File: config.mk
export PLATFORM = sky130hd
export DESIGN_NAME = jtag_control_sync
export DESIGN_NICKNAME = d
export VERILOG_FILES = /design/src/rtl/jtag_sync_pkg.sv /design/src/rtl/bit_sync2.sv /design/src/rtl/jtag_control_sync.sv
export SDC_FILE = /design/constraint.sdc
export NUM_CORES = 1
export LEC_CHECK = 0
export ABC_AREA = 1
export CELL_PAD_IN_SITES_DETAIL_PLACEMENT = 1
export CELL_PAD_IN_SITES_GLOBAL_PLACEMENT = 2
export CORE_MARGIN = 2
export CORE_UTILIZATION = 35
export DETAILED_ROUTE_END_ITERATION = 16
export GPL_TIMING_DRIVEN = 0
export HOLD_SLACK_MARGIN = 0.06
export MAX_ROUTING_LAYER = met4
export PLACE_DENSITY = 0.83
export SETUP_SLACK_MARGIN = 0.02
export SLEW_MARGIN = 30
export SYNTH_ARGS = -nofsm -noshare
export SYNTH_HDL_FRONTEND = slang
export SYNTH_HIERARCHICAL = 1
export SYNTH_SLANG_ARGS = --single-unit
File: constraint.sdc
create_clock -name clk -period 3 [get_ports clk]
set_clock_uncertainty 0.05 [all_clocks]
set_input_delay 0.3 -clock clk [delete_from_list [all_inputs] [get_ports clk]]
set_output_delay 0.3 -clock clk [all_outputs]
set_load 0.01 [all_outputs]
File: src/rtl/jtag_sync_pkg.sv
// rtl/jtag_sync_pkg.sv - shared types for the JTAG/fabric control and status synchronisers
package jtag_sync_pkg;

    typedef enum logic [1:0] {
        IDLE   = 2'd0,
        SETTLE = 2'd1,
        ACCEPT = 2'd2
    } sync_state_t;

endpackage

File: src/rtl/bit_sync2.sv
// rtl/bit_sync2.sv - parametric-width two-flop synchroniser with asynchronous active-low reset
module bit_sync2 #(
    parameter int WIDTH = 8
) (
    input  logic             clk,
    input  logic             rst_n,
    input  logic [WIDTH-1:0] d,
    output logic [WIDTH-1:0] q
);

    // cdc_s1 is the capture stage; the false-path/max-delay constraint targets this name.
    logic [WIDTH-1:0] cdc_s1;
    logic [WIDTH-1:0] cdc_s2;

    always_ff @(posedge clk or negedge rst_n) begin
        if (!rst_n) begin
            cdc_s1 <= '0;
            cdc_s2 <= '0;
        end else begin
            cdc_s1 <= d;
            cdc_s2 <= cdc_s1;
        end
    end

    assign q = cdc_s2;

endmodule

File: src/rtl/jtag_control_sync.sv
// rtl/jtag_control_sync.sv - coherent capture of the JTAG control word into the clk domain
module jtag_control_sync
    import jtag_sync_pkg::*;
#(
    parameter int               WIDTH         = 8,
    parameter int               STABLE_CYCLES = 4,
    parameter logic [WIDTH-1:0] RESET_VALUE   = '0,
    parameter int               COUNT_WIDTH   = 8
) (
    input  logic                   clk,
    input  logic                   rst_n,
    input  logic [WIDTH-1:0]       ctrl_async,
    output logic [WIDTH-1:0]       ctrl_q,
    output logic                   ctrl_valid,
    input  logic [WIDTH-1:0]       status_in,
    output logic [WIDTH-1:0]       status_out,
    output logic [COUNT_WIDTH-1:0] update_count
);

    localparam int                CNT_W    = $clog2(STABLE_CYCLES + 1);
    localparam logic [CNT_W-1:0]  CNT_ONE  = CNT_W'(1);
    localparam logic [CNT_W-1:0]  CNT_LAST = CNT_W'(STABLE_CYCLES - 1);

    logic [WIDTH-1:0] ctrl_s2;
    sync_state_t      state, state_nxt;
    logic [WIDTH-1:0] cand, cand_nxt;
    logic [CNT_W-1:0] cnt, cnt_nxt;

    bit_sync2 #(
        .WIDTH (WIDTH)
    ) u_ctrl_sync (
        .clk   (clk),
        .rst_n (rst_n),
        .d     (ctrl_async),
        .q     (ctrl_s2)
    );

    always_comb begin
        state_nxt = state;
        cand_nxt  = cand;
        cnt_nxt   = cnt;
        case (state)
            IDLE: begin
                if (ctrl_s2 != ctrl_q) begin
                    state_nxt = SETTLE;
                    cand_nxt  = ctrl_s2;
                    cnt_nxt   = CNT_ONE;
                end
            end
            SETTLE: begin
                // Any change restarts the window, including a return to ctrl_q.
                if (ctrl_s2 != cand) begin
                    cand_nxt = ctrl_s2;
                    cnt_nxt  = CNT_ONE;
                end else if (cnt >= CNT_LAST) begin
                    state_nxt = ACCEPT;
                end else begin
                    cnt_nxt = cnt + CNT_ONE;
                end
            end
            ACCEPT: begin
                state_nxt = IDLE;
                cnt_nxt   = '0;
            end
            default: begin
                state_nxt = IDLE;
                cnt_nxt   = '0;
            end
        endcase
    end

    always_ff @(posedge clk or negedge rst_n) begin
        if (!rst_n) begin
            state        <= IDLE;
            cand         <= '0;
            cnt          <= '0;
            ctrl_q       <= RESET_VALUE;
            ctrl_valid   <= 1'b0;
            update_count <= '0;
            status_out   <= '0;
        end else begin
            state      <= state_nxt;
            cand       <= cand_nxt;
            cnt        <= cnt_nxt;
            status_out <= status_in;
            ctrl_valid <= (state == ACCEPT);
            if (state == ACCEPT) begin
                ctrl_q       <= cand;
                update_count <= update_count + COUNT_WIDTH'(1);
            end
        end
    end

endmodule

### Word-level counts from Yosys, hierarchy flattened

Cells that the tools add are included.

| storage, ports and cells | value |
|---|---|
| bits in registers | 54 |
| output and inout port bits | 25 |

| operators by class | value |
|---|---|
| magnitude comparators | 1 |
| eq/ne operators | 9 |
| add/sub/neg operators | 2 |
| mux-type cells | 11 |
| reductions and logical operators | 5 |

Operators by type and width:

| cell | number |
|---|---|
| 2-to-1 mux 8 bit | 2 |
| inequality test 8 bit | 2 |
| case mux 8 bit (2 select lines) | 1 |
| 2-to-1 mux 3 bit | 3 |
| adder 8 x 1 -> 8 bit (second input constant) | 1 |
| inequality test 2 bit (second input constant) | 4 |
| 2-to-1 mux 2 bit | 3 |
| case mux 3 bit (2 select lines) | 1 |
| AND reduction 3 bit | 2 |
| case mux 2 bit (2 select lines) | 1 |
| adder 3 x 1 -> 3 bit (second input constant) | 1 |
| >= comparator 3 x 2 -> 1 bit (second input constant) | 1 |
| inequality test 3 bit (second input constant) | 1 |
| equality test 2 x 1 -> 1 bit (second input constant) | 1 |
| equality test 2 bit (second input constant) | 1 |
| logical NOT 2 bit | 1 |
| AND reduction 2 bit | 1 |
| nonzero test 2 bit | 1 |

### Longest topological paths before layout

Gate-level depths: netlist (run 1).

| depth | value |
|---|---|
| word-level depth | 4 |
| gate-level depth with buffers | 11 |

### By module

The synthesis (run 1) kept the hierarchy.

By module, submodules not included:

| module | sequential area each (µm²) | area each (µm²) | instances | cells an instance |
|---|---|---|---|---|
| jtag_control_sync | 950.9 | 1,734.2 | 1 | 177 |
| bit_sync2 | 400.4 | 400.4 | 1 | 16 |

### Worst setup path before layout (run 1)

No wires, ideal clock.

| timing path | value |
|---|---|
| path kind | reg2reg |
| start point | register ctrl_q[1] |
| end point | register cand[5] |
| period minus slack after synthesis | 1.379 ns |
| cell stages (with the launch flop) | 10 |
| path slack | 1.621 ns |
| data arrival time | 1.212 ns |
| path through | dfrtp_1 xnor2_1 nand2_1 nor2_1 nand2_1 nand2_4 nand2_4 buf_6 nand2_1 o21ai_2 |

| between the ends | value |
|---|---|
| word-level cells in the longest chain between the ends | 3 |

RTL lines:

| item | RTL line | RTL |
|---|---|---|
| start, declared | jtag_control_sync.sv:13 | `output logic [WIDTH-1:0] ctrl_q,` |
| start signal, assigned | jtag_control_sync.sv:88 | `ctrl_q <= cand;` |
| inequality test 8 bit | jtag_control_sync.sv:44 | `if (ctrl_s2 != ctrl_q) begin` |
| inequality test 2 bit (no line) | n/a |  |
| AND reduction 3 bit (no line) | n/a |  |
| end signal, assigned | jtag_control_sync.sv:83 | `cand <= cand_nxt;` |
| end, declared | jtag_control_sync.sv:26 | `logic [WIDTH-1:0] cand, cand_nxt;` |

Every way passes these cells.
A chain may end at the register's enable or synchronous reset.

### Worst setup path in the final report (run 1)

| timing path | value |
|---|---|
| start point | register update_count[0] |
| end point | output update_count[0] |

RTL lines:

| item | RTL line | RTL |
|---|---|---|
| start, declared | jtag_control_sync.sv:17 | `output logic [COUNT_WIDTH-1:0] update_count` |
| start signal, assigned | jtag_control_sync.sv:89 | `update_count <= update_count + COUNT_WIDTH'(1);` |

No word-level cell between the ends.

==> flow_metrics.tcl, run 1 <==
set metrics [dict create \
    required_ps 2650 \
    ys.flop_type "dfrtp_1" \
    worstPathBufferInverterCount 1 \
    postRouteAntennaNets 0 \
    hp-class "reg2reg" \
    ys_warn_count 6 \
    die_w_um 82.10 \
    dr.first_iter.drc_count 46 \
    fin_crit_sh_pct 54.16 \
    mappedNetlistNets 214 \
    dr_wl_met2_mm 2.114 \
    fillers 661 \
    yosysSeqAreaShare_pct 63.31 \
    fp.dieArea_um2 6740 \
    synth_area_leaders "dfrtp_1 63%, nand2_1 8.6%, xnor2_1 6.6%, inv_1 3.9%, o21ai_2 3.3%" \
    startpoint_type "flop" \
    wl_per_cell_um 12.66 \
    crit_family "buffers and inverters" \
    rows 28 \
    path_cells "clkdlybuf4s50_1" \
    setup_viol 0 \
    highest_layer "met4" \
    synth_cell_types 18 \
    synth_edf_count 0 \
    fmax_ghz 0.6154 \
    power_mw 1.244 \
    synth_common_cells "54 x dfrtp_1, 49 x nand2_1, 22 x inv_1" \
    final_util_pct 46.60 \
    leakagePower_nw 1.295 \
    clk_path_buf_depth 2 \
    cts_buffers 5 \
    p_per_area_nw_per_um2 450.9 \
    path_class "reg2out" \
    ys_ff_latch 54 \
    start_util_pct 36.05 \
    port_buffers 42 \
    antenna_found_initial 0 \
    syn_area_um2 2135 \
    drv_cap 0 \
    grt_pass1_vias 1537 \
    grt_usage_pct 14.37 \
    wl_met3_um 127 \
    wl_mm 4.026 \
    hold_violations 0 \
    coreArea_um2 5921 \
    cts_resized 0 \
    final.setup.tns_ps 0 \
    worstPathArrival_ps 1270 \
    finalMaxSlewViolations 0 \
    cts-root-buf "clkbuf_8" \
    drive_above_1_share_pct 10.29 \
    async_reset_ff_share_pct 100.0 \
    crit_fanout 4 \
    clk_pin_slew_worst_paths_ps 90 \
    timing.slew.headroom_pct 68.34 \
    clkLatencyLatePin_ps 290 \
    overflow 0 \
    status "completed" \
    synthCells 193 \
    place_ws_ps 1341 \
    m1WireLength_mm 1.759 \
    synth_most_common_cell "dfrtp_1" \
    cts_tree "done" \
    first_pass_iters 4 \
    grt_max_degree 34 \
    vias 1443 \
    grt_pass1_wl_mm 7.086 \
    synthToLayoutAreaGrowth_pct 29.25 \
    fin_ws_ps 1375 \
    peakVddDrop_mv 0.2950 \
    syn_avg_cell_area_um2 11.06 \
    final_nets 265 \
    rsz0062_at_grt "false" \
    numClockSinks 54 \
    drc_errors 0 \
    final.min_clock_period_ps 1625 \
    diodes 0 \
    dp_hpwl_mm 3.011 \
    ios 43 \
    slowest_stage "clkdlybuf4s50_1" \
    die-height_um 82.10 \
    htreeDepth 2 \
    place.gp.congestion 0.6974 \
    netlist.area_leader.share_pct 63.31 \
    yosysTopAreaCell "dfrtp_1" \
    end_kind "output pin" \
    max_stage_delay_ps 560 \
    worst_pin_slew_ps 475.0 \
    viasPerCell 4.538 \
]
[cells by family (layout without fill, tap and decap cells)]
group,after synthesis,in the layout,share of synthesized area [%]
buffers and inverters,24,74,4.572
DFF,54,54,63.31
and+or+nand+nor,75,75,16.65
adders and majority gates,3,3,1.759
AOI/OAI and AO/OA,17,17,5.510
xor gates and xnor gates,20,20,8.206
[state kept, by name, summed over array words and instances (netlist names)]
signal,count
ctrl_valid,1
status_out,8
u_ctrl_sync/cdc_s1,8
u_ctrl_sync/q,8
ctrl_q,8
cand,8
update_count,8
state,2
cnt,3
[per-layer routing]
metal	GRT usage, %	up-vias
met5	-	-
met4	4.000	0
met3	3.152	2
met2	24.23	28
met1	17.51	719
li1	-	694
[cells in the final DEF (no fill, tap or decap), types with 3 or more instances in the layout]
master and count:
dfrtp_1 54, nand2_1 49, clkdlybuf4s50_1 41, inv_1 22, xnor2_1 16, o21ai_2 8
o21ai_0 8, nor2_1 7, nand3_1 6, clkbuf_8 6, nand2_4 4, nand4_1 4
xor2_1 4, nor2_4 3, ha_1 3
[power breakdown]
| group | internal (mW) | switching [mW] |
|---|---|---|
| Combinational | 0.0490 | 0.0448 |
| Sequential | 0.749 | 0.0128 |
| Clock | 0.179 | 0.210 |
| Total | 0.977 | 0.267 |
[metrics by stage]
stage / instance area [µm²] / hold WS, ps / instances
floorplan: 2135 / -45.59 / 193
global placement: 2649 / 282.1 / 310
detailed placement: 2666 / 166.3 / 311
CTS: 2759 / 307.6 / 318
global route: 2759 / 305.4 / 318
finish: 2759 / 301.5 / 318
[path summary, 6_finish.rpt]
kind | cells past startpoint | end | start | slack, ps
min reg2reg | 0 | u_ctrl_sync/q[6] | u_ctrl_sync/cdc_s1[6] | 300
max | 1 | update_count[0] | update_count[0] | 1380
min | 0 | u_ctrl_sync/q[6] | u_ctrl_sync/cdc_s1[6] | 300
min in group asynchronous | 2 | cand[0] | rst_n | 390
max reg2reg | 5 | ctrl_q[5] | state[1] | 1380
max in group asynchronous | 3 | u_ctrl_sync/q[4] | rst_n | 2050
[final cells by class]
type / instances / area, µm² / share of cell area, %
Sequential cell: 54 / 1351 / 48.98
Buffer: 2 / 15.01 / 0.5442
Multi-Input combinational cell: 115 / 685.7 / 24.85
Inverter: 22 / 82.58 / 2.993
Tap cell: 75 / 93.84 / 3.401
Clock buffer: 6 / 82.58 / 2.993
Timing Repair Buffer: 44 / 447.9 / 16.24
[what timing repair did]
item                                   in CTS  in global routing
setup buffers                               0                  0
hold buffers                                1                  0
endpoints found under the hold margin      21                  0
No activity file was read; power rests on OpenSTA's default activity.
==> run 2, diff against run 1 <==
- CORE_UTILIZATION: 35 -> 29
- PLACE_DENSITY: 0.83 -> 0.73
- clock period: 3 -> 1.3 ns (I/O delays scaled with it)
==> flow_metrics.tcl, run 2 (same netlist as run 1, synthesis figures left out) <==
set metrics [dict create \
    antenna_found_initial 0 \
    final_common_cell "dfrtp_1" \
    whs_ps 200.9 \
    crit_fanout 4 \
    power_mw 3.139 \
    htreeDepth 2 \
    overflow 0 \
    rsz0062_at_grt "true" \
    first_pass_iters 4 \
    placed_area_um2 2704 \
    die_w_um 89.80 \
    layoutNonFillerInstCount 370 \
    start_util_pct 29.75 \
    place.gp.congestion 0.7809 \
    peakVddDrop_mv 0.5890 \
    final_nets 291 \
    layout_common_cells "47 x dfrtp_1, 36 x nand2_1, 25 x dlygate4sd2_1, 23 x buf_4, 20 x inv_1" \
    final.min_clock_period_ps 1523 \
    clkLatencyLatePin_ps 300 \
    worstPathArrival_ps 1670 \
    wl_mm 4.542 \
    end_kind "flop" \
    leakagePower_nw 1.587 \
    coreArea_um2 7176 \
    cts-root-buf "clkbuf_8" \
    hold_violations 0 \
    drive_above_1_share_pct 33.58 \
    diodes 0 \
    status "finished, violations left" \
    fin_ws_ps -222.9 \
    fmax_ghz 0.6566 \
    setup_viol 14 \
    timing.slew.headroom_pct 77.99 \
    final.setup.tns_ps -2505 \
    wl_per_cell_um 12.28 \
    grt_pass1_vias 1666 \
    required_ps 1450 \
    place_ws_ps -313.1 \
    stdcell_area_um2 3193 \
    grt_max_degree 31 \
    p_per_area_nw_per_um2 983.1 \
    clk_pin_slew_worst_paths_ps 100 \
    die-height_um 89.80 \
    drv_cap 0 \
    final_util_pct 44.50 \
    fin_crit_sh_pct 117.1 \
    clk_path_buf_depth 2 \
    port_buffers 42 \
    violations "setup timing" \
    drc_errors 0 \
    numClockSinks 54 \
    cts_buffers 5 \
    finalMaxSlewViolations 0 \
    viasPerCell 4.200 \
    fillers 764 \
    vias 1554 \
    grt_pass1_wl_mm 7.969 \
    dp_hpwl_mm 3.070 \
    fp.dieArea_um2 8063 \
    worst_pin_slew_ps 328.9 \
    dp.cells 335 \
    startpoint_type "flop" \
    path_class "reg2reg" \
    postRouteAntennaNets 0 \
    synthToLayoutAreaGrowth_pct 49.59 \
    cts_tree "done" \
    ios 43 \
    dr.first_iter.drc_count 34 \
    hp-class "in2reg" \
    grt_usage_pct 12.62 \
    rows 31 \
]
## run 2: worst paths after layout
path,startpoint,endpoint,slack [ps],depth (start not counted)
worst max register to register,u_ctrl_sync/q[5],cand[7],-220,9
max in group asynchronous,rst_n,u_ctrl_sync/q[7],510,3
worst max-delay path,u_ctrl_sync/q[5],cand[7],-220,9
worst min register to register,u_ctrl_sync/cdc_s1[1],u_ctrl_sync/q[1],310,0
worst min-delay path,ctrl_async[5],u_ctrl_sync/cdc_s1[5],200,1
min in group asynchronous,rst_n,status_out[5],210,2
## run 2: repair_timing
| item | CTS | global route |
|---|---|---|
| hold endpoints to repair | 54 | 0 |
| hold buffers | 1 | 0 |
| cloned | 1 | 0 |
| pin swaps | 9 | 11 |
| buffers inserted | 20 | 5 |
| resized for setup | 54 | 23 |
| setup endpoints to repair | 48 | 25 |
## run 2: critical path, cell delays in order, from the launching register on
cell     delay (ps)
dfrtp_2         450
xnor2_1         180
nand2_1         100
nor2_2          120
nand2_1         100
nand2_4         100
nand2_8          80
buf_6           140
nand2_2          50
o21ai_2          50
## run 2: per-layer routing
layer | GRT usage, % | wire [µm] | vias up
met4 | 3.846 | 59 | 0
li1 | - | - | 753
met5 | - | 0 | -
met2 | 21.65 | 2415 | 25
met3 | 2.598 | 146 | 4
met1 | 15.06 | 1920 | 772
## run 2: final cells by class
| cell class | count | area [µm²] | share of cell area (%) |
|---|---|---|---|
| inverter | 22 | 86.33 | 2.704 |
| timing repair buffer | 70 | 643.1 | 20.14 |
| clock inverter | 3 | 43.79 | 1.371 |
| tap | 99 | 123.9 | 3.879 |
| clock buffer | 5 | 68.82 | 2.155 |
| multi-input combinational | 115 | 833.3 | 26.10 |
| sequential | 54 | 1360 | 42.59 |
| buffer | 2 | 33.78 | 1.058 |
## run 2: power breakdown
group | switching [mW] | total [mW] | internal (mW)
registers | 0.0368 | 1.77 | 1.73
logic | 0.116 | 0.249 | 0.134
clock network | 0.544 | 1.12 | 0.578
total | 0.697 | 3.14 | 2.44
==> run 3, diff against run 2 <==
- CELL_PAD_IN_SITES_DETAIL_PLACEMENT: 1 -> unset
- CELL_PAD_IN_SITES_GLOBAL_PLACEMENT: 2 -> unset
- CORE_UTILIZATION: 29 -> 45
- PLACE_DENSITY: 0.73 -> 0.72
- SYNTH_HIERARCHICAL: 1 -> unset
==> flow_metrics.tcl, run 3 <==
set metrics [dict create \
    fmax_ghz 0.6787 \
    final.min_clock_period_ps 1473 \
    fp.dieArea_um2 5604 \
    yosys.area_share.adder_pct 1.661 \
    timing.slew.headroom_pct 76.04 \
    worst_pin_slew_ps 358.0 \
    rows 25 \
    setup_viol 16 \
    coreArea_um2 4786 \
    clk_pin_slew_worst_paths_ps 90 \
    ios 43 \
    synth_area_leaders "dfrtp_1 60%, nand2_1 13%, inv_1 3.7%, nand3_1 2.9%, xnor2_1 2.7%" \
    slowest_stage "dfrtp_1" \
    fin_ws_ps -173.5 \
    grt_pass1_wl_mm 6.920 \
    crit_family "simple AND/OR/NAND/NOR gates" \
    synth_edf_count 0 \
    swShare_pct 21.93 \
    grt_pass1_vias 1628 \
    grt_max_degree 40 \
    p_int_mw 2.424 \
    cts-root-buf "clkbuf_8" \
    first_pass_iters 4 \
    hold_violations 0 \
    yosysTopAreaCell "dfrtp_1" \
    final_common_cell "nand2_1" \
    vias 1723 \
    p_sw_mw 0.6807 \
    start_util_pct 47.22 \
    p_per_area_nw_per_um2 956.6 \
    ys.flop_type "dfrtp_1" \
    rsz0062_at_grt "true" \
    crit_fanout 8 \
    finalMaxSlewViolations 0 \
    clkLatencyLatePin_ps 300 \
    drc_errors 0 \
    htreeDepth 2 \
    diodes 0 \
    cpMostUsedCell "nand2_2" \
    leakagePower_nw 1.689 \
    final_nets 328 \
    ys_ff_latch 54 \
    ys_warn_count 0 \
    peakVddDrop_mv 0.7612 \
    hp-class "in2async" \
    layoutNonFillerInstCount 375 \
    path_class "reg2reg" \
    synthMuxAreaShare_pct 0 \
    combPwrFrac_pct 7.5 \
    path_cells "inv_2 > nand2_2 > nand2_2 > nand2_2 > nor2_4 > and2_4 > nand2_8 > nand3_1 > nand2_1" \
    synth_common_cells "78 x nand2_1, 54 x dfrtp_1, 22 x inv_1" \
    violations "setup timing" \
    wl_mm 4.616 \
    dp.cells 337 \
    final-seq-area_um2 1354 \
    overflow 0 \
    viasPerCell 4.595 \
    synthToLayoutAreaGrowth_pct 43.63 \
    placed_area_um2 2808 \
    fillers 374 \
    synth_cell_types 26 \
    mappedNetlistNets 248 \
    synth_xor_area_share_pct 4.651 \
    wl_per_cell_um 12.31 \
    power_mw 3.105 \
    stdcell_area_um2 3246 \
    yosysSeqAreaShare_pct 59.80 \
    synth_compound_gate_area_share_pct 1.883 \
    async_reset_ff_share_pct 100.0 \
    drive_above_1_share_pct 29.55 \
    final_util_pct 67.82 \
    synthCells 227 \
    numClockSinks 54 \
    syn_area_um2 2260 \
    worstPathBufferInverterCount 1 \
    seq_power_share_pct 56.7 \
    status "finished, violations left" \
    layout_common_cells "70 x nand2_1, 52 x dfrtp_1, 27 x buf_4, 23 x dlygate4sd2_1, 18 x inv_1" \
    startpoint_type "flop" \
    synth_simple_gate_area_share_pct 27.41 \
    die_w_um 74.86 \
    place.gp.congestion 0.8479 \
    clk_path_buf_depth 2 \
    multi_input_area_um2 923.4 \
    syn_avg_cell_area_um2 9.954 \
    required_ps 1450 \
    ff2ff_path_depth 9 \
    dr.first_iter.drc_count 68 \
    die-height_um 74.86 \
    synth_most_common_cell "nand2_1" \
    antenna_found_initial 0 \
    crit_cells 9 \
    final.setup.tns_ps -1856 \
    port_buffers 42 \
    fin_crit_sh_pct 113.3 \
    synth_top_family_by_area "simple AND/OR/NAND/NOR gates" \
    netlist.area_leader.share_pct 59.80 \
    cts_buffers 5 \
    end_kind "flop" \
    cts_tree "done" \
    worstPathArrival_ps 1620 \
    dp_hpwl_mm 2.842 \
    p_clk_share_pct 35.8 \
    postRouteAntennaNets 0 \
    drv_cap 0 \
    max_stage_delay_ps 420 \
    grt_usage_pct 17.19 \
]
==> run 3: changes by cell type after synthesis, moves of 5 or more <==
cell     previous run  this run
nand3_1             6        13
o21ai_2             8         0
nor2_2              0         5
nand2_1            49        78
xnor2_1            16         7
==> run 3: path summary, 6_finish.rpt <==
| kind | slack [ps] | start | endpoint |
|---|---|---|---|
| hold reg to reg | 310 | u_ctrl_sync.cdc_s1[1] | u_ctrl_sync.q[1] |
| setup reg to reg | -170 | u_ctrl_sync.q[7] | cand[3] |
| min in group clk | 200 | ctrl_async[6] | u_ctrl_sync.cdc_s1[6] |
| setup / recovery | -170 | u_ctrl_sync.q[7] | cand[3] |
| max in group asynchronous | 550 | rst_n | state[1] |
| hold / removal | 180 | rst_n | ctrl_q[2] |
==> run 3: logic make-up after synthesis <==
| family | Yosys count |
|---|---|
| flops | 54 |
| fa+ha+maj | 3 |
| xor+xnor | 12 |
| compound gates | 8 |
| simple gates | 123 |
| buf+inv | 27 |
==> run 3: cell type report <==
class	count	area share, %
flip-flops and latches	54	41.71
well taps	67	2.583
clock inverters	2	1.157
plain buffers	1	0.2313
inverters	26	3.238
clock buffers	6	2.236
multi-input cells	146	28.45
repair buffers	73	20.39
==> run 3: timing repair <==
| item | CTS | global route |
|---|---|---|
| endpoints found under the setup margin | 40 | 20 |
| endpoints found under the hold margin | 54 | 0 |
| gates cloned | 0 | 0 |
| pin swaps | 5 | 12 |
| resized for setup | 36 | 26 |
| buffers inserted | 17 | 13 |
| hold buffers | 1 | 0 |
==> run 3: stage by stage <==
stage | hold slack (ps) | setup WS (ps)
finish | 183.3 | -173.5
global placement | 283.0 | -1530
floorplan | -215.6 | 8.037
CTS | 163.2 | -126.4
detailed placement | -46.01 | -194.3
global route | 186.9 | -304.1
==> run 3: worst reg2reg max path, delay by kind of cell, from the launching register on <==
family | cells | cell delay [ps]
buf+inv | 1 | 90
flops | 1 | 420
simple gates | 8 | 820
==> run 3: power by group through the flow <==
| stage | Sequential [mW] | Combinational (mW) | Clock [mW] |
|---|---|---|---|
| floorplan | 1.80 | 0.0779 | 0 |
| global placement | 1.79 | 0.201 | 0 |
| detailed placement | 1.79 | 0.211 | 0 |
| CTS | 1.76 | 0.216 | 1.13 |
| global route | 1.77 | 0.261 | 1.21 |
| finish | 1.76 | 0.233 | 1.11 |
==> run 3: routing by layer <==
layer | wire length, µm | GRT usage, %
met5 | 0 | -
met4 | 82 | 5.952
met2 | 2374 | 28.17
met1 | 2006 | 20.94
met3 | 152 | 4.016
